File: src/rtl/muldiv_pkg.sv
// Shared types and helpers for the RV32M iterative multiply/divide sequencer.
package muldiv_pkg;

  localparam int XLEN_DEFAULT = 32;

  typedef enum logic [2:0] {
    OP_MUL    = 3'b000,
    OP_MULH   = 3'b001,
    OP_MULHSU = 3'b010,
    OP_MULHU  = 3'b011,
    OP_DIV    = 3'b100,
    OP_DIVU   = 3'b101,
    OP_REM    = 3'b110,
    OP_REMU   = 3'b111
  } muldiv_op_e;

  typedef enum logic [1:0] {
    IDLE = 2'd0,
    CALC = 2'd1,
    FIX  = 2'd2,
    DONE = 2'd3
  } state_e;

  function automatic logic is_signed_a(muldiv_op_e op);
    return op inside {OP_MULH, OP_MULHSU, OP_DIV, OP_REM};
  endfunction

  function automatic logic is_signed_b(muldiv_op_e op);
    return op inside {OP_MULH, OP_DIV, OP_REM};
  endfunction

  function automatic logic is_div_op(muldiv_op_e op);
    return op inside {OP_DIV, OP_DIVU, OP_REM, OP_REMU};
  endfunction

  function automatic logic is_rem_op(muldiv_op_e op);
    return op inside {OP_REM, OP_REMU};
  endfunction

endpackage

File: src/rtl/muldiv_seq.sv
// Radix-2 shift-add multiplier / restoring divider for the EX stage; one shared
// 2*XLEN accumulator, stalls the front of the pipe while it iterates.
//
// state | meaning
// IDLE  | waiting for start; special divides resolved here
// CALC  | XLEN shift-add or shift-subtract iterations
// FIX   | apply sign, select result half
// DONE  | result valid for one cycle
module muldiv_seq
  import muldiv_pkg::*;
#(
  parameter int XLEN = XLEN_DEFAULT
) (
  input  logic            clk,
  input  logic            reset,
  input  logic            start,
  input  logic [2:0]      op,
  input  logic [XLEN-1:0] a,
  input  logic [XLEN-1:0] b,
  input  logic [4:0]      rd_in,
  input  logic            kill,
  output logic            busy,
  output logic            stall_req,
  output logic            done,
  output logic [XLEN-1:0] result,
  output logic [4:0]      rd_out
);

  localparam int CNT_W = $clog2(XLEN);
  localparam logic [XLEN-1:0] MIN_NEG = {1'b1, {(XLEN-1){1'b0}}};

  state_e            state_q, state_d;
  logic [CNT_W-1:0]  count_q, count_d;
  logic [2*XLEN-1:0] acc_q, acc_d;
  logic [XLEN:0]     mag_b_q, mag_b_d;
  muldiv_op_e        op_q, op_d;
  logic [4:0]        rd_q, rd_d;
  logic              neg_q, neg_d;
  logic [XLEN-1:0]   result_q, result_d;

  muldiv_op_e        op_in;
  logic              sa, sb;
  logic [XLEN-1:0]   abs_a, abs_b;
  logic              div_by_zero, div_ovf;
  logic [XLEN:0]     mul_sum, rem_sh, diff;
  logic [2*XLEN-1:0] prod_fix;
  logic [XLEN-1:0]   rem_fix;

  assign op_in = muldiv_op_e'(op);
  assign sa    = is_signed_a(op_in) & a[XLEN-1];
  assign sb    = is_signed_b(op_in) & b[XLEN-1];
  assign abs_a = sa ? -a : a;
  assign abs_b = sb ? -b : b;

  assign div_by_zero = is_div_op(op_in) && (b == '0);
  assign div_ovf     = (op_in == OP_DIV || op_in == OP_REM) && (a == MIN_NEG) && (b == '1);

  // Multiply: add multiplicand into the high half when the multiplier LSB is set.
  assign mul_sum = {1'b0, acc_q[2*XLEN-1:XLEN]} + (acc_q[0] ? mag_b_q : '0);
  // Divide: {rem,quo} shifted left by one; trial difference sign decides restore.
  assign rem_sh  = acc_q[2*XLEN-1:XLEN-1];
  assign diff    = rem_sh - mag_b_q;

  // Low half of the negated 2*XLEN word is also the negated quotient.
  assign prod_fix = neg_q ? -acc_q : acc_q;
  assign rem_fix  = neg_q ? -acc_q[2*XLEN-1:XLEN] : acc_q[2*XLEN-1:XLEN];

  always_ff @(posedge clk or posedge reset) begin
    if (reset) begin
      state_q  <= IDLE;
      count_q  <= '0;
      acc_q    <= '0;
      mag_b_q  <= '0;
      op_q     <= OP_MUL;
      rd_q     <= '0;
      neg_q    <= 1'b0;
      result_q <= '0;
    end else begin
      state_q  <= state_d;
      count_q  <= count_d;
      acc_q    <= acc_d;
      mag_b_q  <= mag_b_d;
      op_q     <= op_d;
      rd_q     <= rd_d;
      neg_q    <= neg_d;
      result_q <= result_d;
    end
  end

  always_comb begin
    state_d  = state_q;
    count_d  = count_q;
    acc_d    = acc_q;
    mag_b_d  = mag_b_q;
    op_d     = op_q;
    rd_d     = rd_q;
    neg_d    = neg_q;
    result_d = result_q;

    unique case (state_q)
      IDLE: begin
        if (start && !kill) begin
          op_d    = op_in;
          rd_d    = rd_in;
          mag_b_d = {1'b0, abs_b};
          acc_d   = {{XLEN{1'b0}}, abs_a};
          count_d = CNT_W'(XLEN - 1);
          neg_d   = is_rem_op(op_in) ? sa : (sa ^ sb);
          state_d = CALC;
          if (div_by_zero) begin
            result_d = is_rem_op(op_in) ? a : '1;
            state_d  = DONE;
          end else if (div_ovf) begin
            result_d = is_rem_op(op_in) ? '0 : MIN_NEG;
            state_d  = DONE;
          end
        end
      end
      CALC: begin
        if (is_div_op(op_q)) begin
          acc_d = diff[XLEN] ? {rem_sh[XLEN-1:0], acc_q[XLEN-2:0], 1'b0}
                             : {diff[XLEN-1:0],   acc_q[XLEN-2:0], 1'b1};
        end else begin
          acc_d = {mul_sum, acc_q[XLEN-1:1]};
        end
        count_d = count_q - 1'b1;
        if (count_q == '0) state_d = FIX;
      end
      FIX: begin
        unique case (op_q)
          OP_MUL, OP_DIV, OP_DIVU:       result_d = prod_fix[XLEN-1:0];
          OP_MULH, OP_MULHSU, OP_MULHU:  result_d = prod_fix[2*XLEN-1:XLEN];
          default:                       result_d = rem_fix;
        endcase
        state_d = DONE;
      end
      DONE: state_d = IDLE;
      default: state_d = IDLE;
    endcase

    if (kill && state_q != IDLE) state_d = IDLE;
  end

  assign busy      = (state_q != IDLE);
  assign stall_req = (state_q == IDLE && start && !kill) || (state_q == CALC) || (state_q == FIX);
  assign done      = (state_q == DONE) && !kill;
  assign result    = done ? result_q : '0;
  assign rd_out    = rd_q;

endmodule

File: config.mk
export PLATFORM = sky130hd
export DESIGN_NAME = muldiv_seq
export DESIGN_NICKNAME = d
export VERILOG_FILES = /design/src/rtl/muldiv_pkg.sv /design/src/rtl/muldiv_seq.sv
export SDC_FILE = /design/constraint.sdc
export NUM_CORES = 1
export LEC_CHECK = 0
export CAP_MARGIN = 10
export CORE_UTILIZATION = 47
export DETAILED_ROUTE_END_ITERATION = 6
export PLACE_DENSITY = 0.67
export SETUP_SLACK_MARGIN = 0.3
export SLEW_MARGIN = 20
export SYNTH_ARGS = -nofsm -noshare
export SYNTH_HDL_FRONTEND = slang
export SYNTH_SLANG_ARGS = --single-unit
File: constraint.sdc
create_clock -name clk -period 10.8 [get_ports clk]
set_input_delay 2.16 -clock clk [delete_from_list [all_inputs] [get_ports clk]]
set_output_delay 2.16 -clock clk [all_outputs]
set_load 0.005 [all_outputs]
### Word-level counts from Yosys, hierarchy flattened

Cells that the tools add are included.
Widths: inputs -> output; s select.

* register bits after elaboration: 144
* input port bits: 76
* logic and storage cells: 96

* add/sub/neg operators: 7
* equality and inequality tests: 22
* muxes and demuxes: 26
* bitwise gates (word level): 3
* reduce and logical (&&, ||, !) cells: 30

Operators with widths (number)
* $mux 32: 10
* $mux 64: 4
* $pmux 32 s2: 2
* $pmux 64 s2: 1
* $neg 32->32: 3
* $eq 32x32->1 const B: 2
* $neg 64->64: 1
* $add 32x32->33: 1
* $sub 33x32->33: 1
* $logic_not 32->1: 1
* $eq 3x3->1 const B: 8
* $reduce_bool 4->1: 3
* $mux 2: 5
* $pmux 5 s2: 1
* $eq 3x2->1 const B: 3
* $ne 3x3->1 const B: 3
* $logic_and 1x1->1: 8
* $pmux 2 s4: 1
* $reduce_bool 2->1: 4
* $eq 3x1->1 const B: 2
* $reduce_and 2->1: 3
* $reduce_or 3->1: 2
* $logic_not 5->1: 1
* $mux 5: 1
* 13 further kinds: 17

### Longest topological paths before layout

Gate-level depths: netlist of the first run.

* word-level depth: 9
* mapped depth: 14
* gate-level depth less buffers: 14

### Worst setup path after synthesis of the first run

No wires, ideal clock.

* kind: in2reg
* start point: in a[6]
* end point: reg result_q[2]
* library setup time: 0.125 ns
* data arrival time: 4.839 ns
* path slack: 5.836 ns
* stages on the path: 11
* buffers on the path: 2
* cell sequence: or4_1 > nor3_1 > nand2_1 > nor3_1 > and3_1 > nand4_1 > and3_1 > a21o_1 > clkbuf_1 > clkbuf_1 > mux2_2

* longest elaborated chain between the ends: 5

RTL lines
* from (decl): RTL line muldiv_seq.sv:18 `input logic [XLEN-1:0] a,`
* $eq 32x32->1: RTL line muldiv_seq.sv:56 `assign div_ovf = (op_in == OP_DIV || op_in == OP_REM) && (a == MIN_NEG) && (b == '1);`
* $logic_and 1x1->1 (2 in a row): RTL line muldiv_seq.sv:56
* $ne 3x3->1 (no line)
* $reduce_and 3->1 (no line)
* to (signal assigned): RTL line muldiv_seq.sv:86 `result_q <= result_d;`
* to (decl): RTL line muldiv_seq.sv:39 `logic [XLEN-1:0] result_q, result_d;`

Every way passes these cells.
A chain may end at the register's enable or synchronous reset.

### Worst setup path in the final report of the first run

* start point: in kill
* end point: out result[11]

* longest elaborated chain between the ends: 3

RTL lines
* from (decl): RTL line muldiv_seq.sv:21 `input logic kill,`
* $logic_not 1->1: RTL line muldiv_seq.sv:146 `assign done = (state_q == DONE) && !kill;`
* $logic_and 1x1->1: RTL line muldiv_seq.sv:146
* $mux 32: RTL line muldiv_seq.sv:147 `assign result = done ? result_q : '0;`
* to (decl): RTL line muldiv_seq.sv:25 `output logic [XLEN-1:0] result,`

Every way passes these cells.

==> qor.yml, run 1 <==
critPathTopFamily: "buffers and inverters"
ant_nets: 0
insertion_delay_ps: 450
leakagePower_nw: 7.02
dp_hpwl_um: 34700
cts.clk_slew.worst_paths_ps: 60
slew_headroom_pct: 30.2
vias: 14251
path_cells: "clkdlybuf4s50_1 > nor2b_2 > and2_1 > clkdlybuf4s50_1"
netlist_area_sq_um: 14200
finClkSkew_ps: 17.3
initial_core_util_pct: 47.8
post_cts_buffers: 0
fin_hold_ws_ps: 471
worstPathArrival_ps: 4280
maxCapViolCount: 0
drive_gt1_share_pct: 4.80
setup_viol: 0
htree_levels: 4
regArea_sq_um: 3610
io_buffer_count: 115
critical_path_buf_inv_count: 2
critPathSlowestCell: "nor2b_2"
hp-class: "reg2reg"
grtUsageTotal_pct: 30.3
die_h_um: 176
final-hold-violation-count: 0
numCtsBuffers: 17
core-area_sq_um: 29600
cts_hold_buf: 0
rows: 63
syn_area_per_cell_sq_um: 7.46
first_global_vias: 13107
gp_congestion: 0.986
max_stage_delay_ps: 730
overflow: 0
syn_to_final_growth_pct: 14.1
synthFlopType: "dfrtp_1"
cts_resized: 0
async_reset_ff_share_pct: 100
fin_crit_ps: 6440
multiInputGateArea_sq_um: 9920
synth.distinct_cells: 71
root_buffer: "clkbuf_16"
crit_top_cell: "clkdlybuf4s50_1"
grt_max_degree: 95
path_class: "in2out"
n_fill_cell: 2914
clkSinkCount: 144
fmax_mhz: 155
ys_ff_latch: 144
start_kind: "input port"
die-area_sq_um: 30800
dr.pass1.iters: 5
final_common_cell: "nand2_1"
io_pins: 116
synthesis.instances: 1898
antenna_found_initial: 0
endpoint_kind: "output pin"
yosysWarnings: 0
worst_pin_slew_ps: 1040
drc_errors: 0
vdd_drop_max_uv: 179
status: "complete, no violations"
crit_fanout: 33
final_max_slew_viol_count: 0
fin_crit_sh_pct: 59.6
grt_pass1_wl_um: 73200
most-common-layout-cells: "nand2_1 (268), o21ai_0 (239), nor2_1 (172), dfrtp_1 (142), clkdlybuf4s50_1 (115)"
die_w_um: 176
clockBufferDepth: 2
num_antenna_cells: 0
final.setup.tns_ps: 0
synth_edf_count: 0
nNetsFinal: 2097
cp.required_ps: 8640
yosysSeqAreaShare_pct: 25.5
syn-num-nets: 2051
routed_wl_um: 46400
dr.first_iter.drc_count: 1383
p_per_area_nw_per_um2: 309
rsz0062_at_grt: "no"
viasPerCell: 6.07
cts_tree: "done"
post_drt_wl_per_cell_um: 19.8
## worst paths after layout
kind                                                end                     from  cells after the start  slack, ps
worst max register to register    acc_q[60]$_DFFE_PP0P_    acc_q[31]$_DFFE_PP0P_                     14       5750
worst max-delay path                         result[11]                     kill                      4       4360
min in group asynchronous         acc_q[39]$_DFFE_PP0P_                    reset                      2       2250
worst min-delay path            result_q[4]$_DFFE_PP0P_  result_q[4]$_DFFE_PP0P_                      2        470
max in group asynchronous         acc_q[25]$_DFFE_PP0P_                    reset                      3       7170
worst min register to register  result_q[4]$_DFFE_PP0P_  result_q[4]$_DFFE_PP0P_                      2        470
## tightest hold or removal path, cell delays in order (launching register included)
cell,delay [ps]
dfrtp_1,330
nand2_1,50
o21ai_0,60
## cells in the mapped netlist, drive strengths merged (4+ instances only)
| cell | instances | area (sq um) |
|---|---|---|
| buf | 13 | 62.6 |
| nor2b | 14 | 87.6 |
| o21ai | 245 | 1230 |
| clkbuf | 93 | 350 |
| a21o | 35 | 263 |
| inv | 70 | 263 |
| nand4 | 10 | 62.6 |
| nor3 | 36 | 180 |
| a211oi | 7 | 52.6 |
| o31a | 5 | 43.8 |
| a221o | 5 | 50.1 |
| or3 | 25 | 156 |
| a21oi | 109 | 546 |
| nor2 | 172 | 646 |
| a31oi | 15 | 93.8 |
| o41ai | 17 | 149 |
| o311ai | 5 | 43.8 |
| nor4 | 20 | 140 |
| nand2 | 269 | 1010 |
| a31o | 5 | 43.8 |
| o31ai | 25 | 188 |
| o221ai | 8 | 70.1 |
| o22ai | 16 | 100 |
| a22oi | 24 | 180 |
| o21bai | 8 | 60.1 |
| ha | 75 | 938 |
| xnor2 | 91 | 797 |
| mux2 | 12 | 135 |
| nor4b | 4 | 35.0 |
| or2 | 11 | 68.8 |
| dfrtp | 144 | 3600 |
| o211ai | 13 | 97.6 |
| mux2i | 56 | 561 |
| or4 | 11 | 93.8 |
| and2 | 41 | 257 |
| nand2b | 15 | 101 |
| and3 | 12 | 75.1 |
| nand3 | 27 | 135 |
| xor2 | 87 | 762 |
| o21a | 8 | 60.1 |
## kinds of logic after synthesis
logic type	count (synthesis)	share of synthesized area, %
multiplexers	68	4.91
adder cells (fa/ha/maj)	77	6.91
AND/OR/NAND/NOR	676	22.1
flip-flops	144	25.5
AO/OA/AOI/OAI	578	24.8
buffers and inverters	177	4.80
XOR/XNOR	178	11.0
## layout make-up
class                           count  area share [%]
Multi-Input combinational cell   1577            61.4
Sequential cell                   144            22.3
Timing Repair Buffer              133            7.96
Tap cell                          390            3.02
Clock buffer                       18            2.72
Inverter                           71            1.68
Clock inverter                     14           0.906
## through the flow
stage	util [%]	total power, W	setup WS (ps)	area, sq um	cells
finish	54.5	0.00499	4360	16200	2347
global route	54.5	0.00540	4170	16200	2347
CTS	54.5	0.00494	4380	16200	2347
detailed placement	52.5	0.00431	4380	15600	2315
global placement	52.5	0.00426	4510	15600	2315
floorplan	-	0.00346	4770	14200	1898
## flip-flops by register name, indices dropped and copies added (netlist names)
register	count
op_q	3
neg_q	1
acc_q	64
mag_b_q	32
state_q	2
rd_out	5
result_q	32
count_q	5
## metal layers
metal / vias up / share of wire [%] / track usage (%)
met4: 0 / 2.4 / 9.35
li1: 6842 / - / -
met1: 6732 / 45 / 43.0
met5: - / 0 / 0
met2: 602 / 44 / 47.3
met3: 75 / 8.2 / 4.50
## report_power, final
group          leakage (nW)  internal (W)  switching, W
registers              1.85      0.000765      0.000347
clock network         0.293      0.000332      0.000279
logic                  4.88       0.00129       0.00198
total                  7.02       0.00238       0.00261
Power figures use the tool's default switching activity.
==> run 2, diff against run 1 <==
- PLACE_DENSITY: 0.67 -> 0.69
- clock period: 10.8 -> 5.67 ns (I/O delays scaled with it)
==> run 2 against run 1 <==
The run now ends with design-rule violations left. Final area increased by 0.67%. Via count up 0.33%. Clock power rose by 100%. Flip-flop and latch count unchanged. Core utilization increased by 0.36 points. Sequential share of layout area decreased by 0.15 points. Critical path depth grew 9. Final cell count grew 0.43%. Wire length decreased by 0.60%.
==> qor.yml, run 2 (synthesis gave the netlist of run 1 again) <==
root_buffer: "clkbuf_16"
start_kind: "register"
grt_max_degree: 72  # -24%
setup_viol: 0  # unchanged
r2r-end: "acc_q[32]$_DFFE_PP0P_"
largest_register_ffs: 64  # unchanged
die_w_um: 176  # unchanged
rows: 63  # unchanged
cts_tree: "done"
fmax_mhz: 217
core-area_sq_um: 29600  # unchanged
reg2reg_depth: 13  # -1
cts_resized: 0  # unchanged
failed_checks: "design-rule violations"
cp.required_ps: 6020  # -2620 ps
numCtsBuffers: 17  # unchanged
die-area_sq_um: 30800  # unchanged
multiInputGateArea_sq_um: 9910  # about the same
worstReg2RegStart: "acc_q[32]$_DFFE_PP0P_"
vias: 14298  # +0.33%
max_stage_delay_ps: 680  # -50 ps
dpl_cell_area_sq_um: 15600  # +0.44%
worst-path-stages: 13  # +9
antenna_found_initial: 1  # +1
critPathTopFamily: "compound AO/OA/AOI/OAI gates"
slew_headroom_pct: 27.0  # -3.2 points
grtUsageTotal_pct: 30.0  # -0.34 points
status: "finished with violations"
insertion_delay_ps: 450  # about the same
dr.pass1.iters: 7  # +2
leakagePower_nw: 7.08  # +0.83%
most-common-layout-cells: "nand2_1 (269), o21ai_0 (239), nor2_1 (172), dfrtp_1 (142), clkdlybuf4s50_1 (115)"
final.setup.tns_ps: 0  # unchanged
drc_errors: 3  # +3
path_cells: "inv_1 > fa_1 > nand2b_1 > a21o_1 > and3_1 > o31a_1 > o22ai_1 > a21oi_1 > o31ai_1 > xor2_4 > buf_4 > mux2_2 > o221ai_1"
rrSetupSlack_ps: 1050  # -4700 ps
clockBufferDepth: 2  # unchanged
final-hold-violation-count: 0  # unchanged
finClkSkew_ps: 12.6  # -4.65 ps
routed_wl_um: 46100  # -0.60%
path_class: "reg2reg"
hp-class: "reg2reg"
maxCapViolCount: 0  # unchanged
worst_pin_slew_ps: 1090  # +48.8 ps
initial_core_util_pct: 47.8  # unchanged
clkSinkCount: 144  # unchanged
fin_crit_ps: 4620
final_max_slew_viol_count: 0  # unchanged
largestRegisters: "acc_q: 64 flops, mag_b_q: 32 flops, result_q: 32 flops"
n_fill_cell: 2835  # -2.7%
post_cts_buffers: 0  # unchanged
num_antenna_cells: 0  # unchanged
vdd_drop_max_uv: 277  # +55%
dr.first_iter.drc_count: 1315  # -4.9%
nNetsFinal: 2107  # +0.48%
overflow: 0  # unchanged
first_global_vias: 13271  # +1.3%
io_buffer_count: 115  # unchanged
critPathSlowestCell: "o31ai_1"
min_to: "result_q[14]$_DFFE_PP0P_"
dp_hpwl_um: 35300  # +1.6%
cts.clk_slew.worst_paths_ps: 70  # about the same
regArea_sq_um: 3610  # unchanged
critical_path_buf_inv_count: 2  # unchanged
fin_hold_ws_ps: 470  # -0.868 ps
hp-start: "result_q[14]$_DFFE_PP0P_"
grt_pass1_wl_um: 72900  # -0.50%
p_per_area_nw_per_um2: 589  # +91%
io_pins: 116  # unchanged
die_h_um: 176  # unchanged
final_common_cell: "nand2_1"
endpoint_kind: "register"
viasPerCell: 6.07  # about the same
cts_hold_buf: 0  # unchanged
htree_levels: 4  # unchanged
min_delay_path_depth: 2  # unchanged
gp_congestion: 0.962  # -2.5%
ant_nets: 0  # unchanged
fin_crit_sh_pct: 81.4
rsz0062_at_grt: "no"
syn_to_final_growth_pct: 14.9
stdcell_area_sq_um: 16300  # +0.67%
post_drt_wl_per_cell_um: 19.6  # -1.0%
regMostFlops: "acc_q"
worstPathArrival_ps: 4970  # +690 ps
drive_gt1_share_pct: 5.13  # +0.33 points
crit_fanout: 10  # -70%
## run 2: where the power goes
group | leakage, nW | internal, W | switching, W | total [W]
clock network | 0.303 | 0.000725 | 0.000505 | 0.00123
registers | 1.85 | 0.00146 | 0.000732 | 0.00219
logic | 4.93 | 0.00247 | 0.00370 | 0.00616
## run 2: worst max-delay path by stage
| stage | start | to |
|---|---|---|
| floorplan | reset | acc_q[0]$_DFFE_PP0P_ |
| global placement | a[5] | result_q[5]$_DFFE_PP0P_ |
| detailed placement | b[6] | result_q[13]$_DFFE_PP0P_ |
| CTS | acc_q[32]$_DFFE_PP0P_ | acc_q[32]$_DFFE_PP0P_ |
| global route | acc_q[32]$_DFFE_PP0P_ | acc_q[32]$_DFFE_PP0P_ |
| finish | acc_q[32]$_DFFE_PP0P_ | acc_q[32]$_DFFE_PP0P_ |
## run 2: per-layer routing
metal / global-route usage [%] / share of wire [%]
met3: 4.05 / 7.4
met2: 48.7 / 46
met5: 0 / 0.041
met1: 40.6 / 44
met4: 10.9 / 3.0
## run 2: layout make-up
type	instances	area share, %
well taps	390	3.00
inverters	71	1.67
multi-input cells	1577	60.9
repair buffers	143	8.37
flip-flops and latches	144	22.2
clock inverters	13	1.07
clock buffers	19	2.78
## run 2: tightest hold or removal path, delay by kind of cell (launching register included)
| kind | cells | cell delay, ps |
|---|---|---|
| DFF | 1 | 340 |
| AOI/OAI and AO/OA | 1 | 60 |
| and+or+nand+nor | 1 | 40 |
## run 2: metrics by stage
| step | utilization [%] | power (W) | std cells | setup WS, ps |
|---|---|---|---|---|
| 2_1_floorplan | - | 0.00660 | 1898 | 670 |
| 3_3_place_gp | 52.8 | 0.00811 | 2325 | 966 |
| 3_5_place_dp | 52.8 | 0.00821 | 2325 | 929 |
| 4_1_cts | 54.9 | 0.00947 | 2357 | 1070 |
| 5_1_grt | 54.9 | 0.0103 | 2357 | 845 |
| 6_report | 54.9 | 0.00958 | 2357 | 1050 |
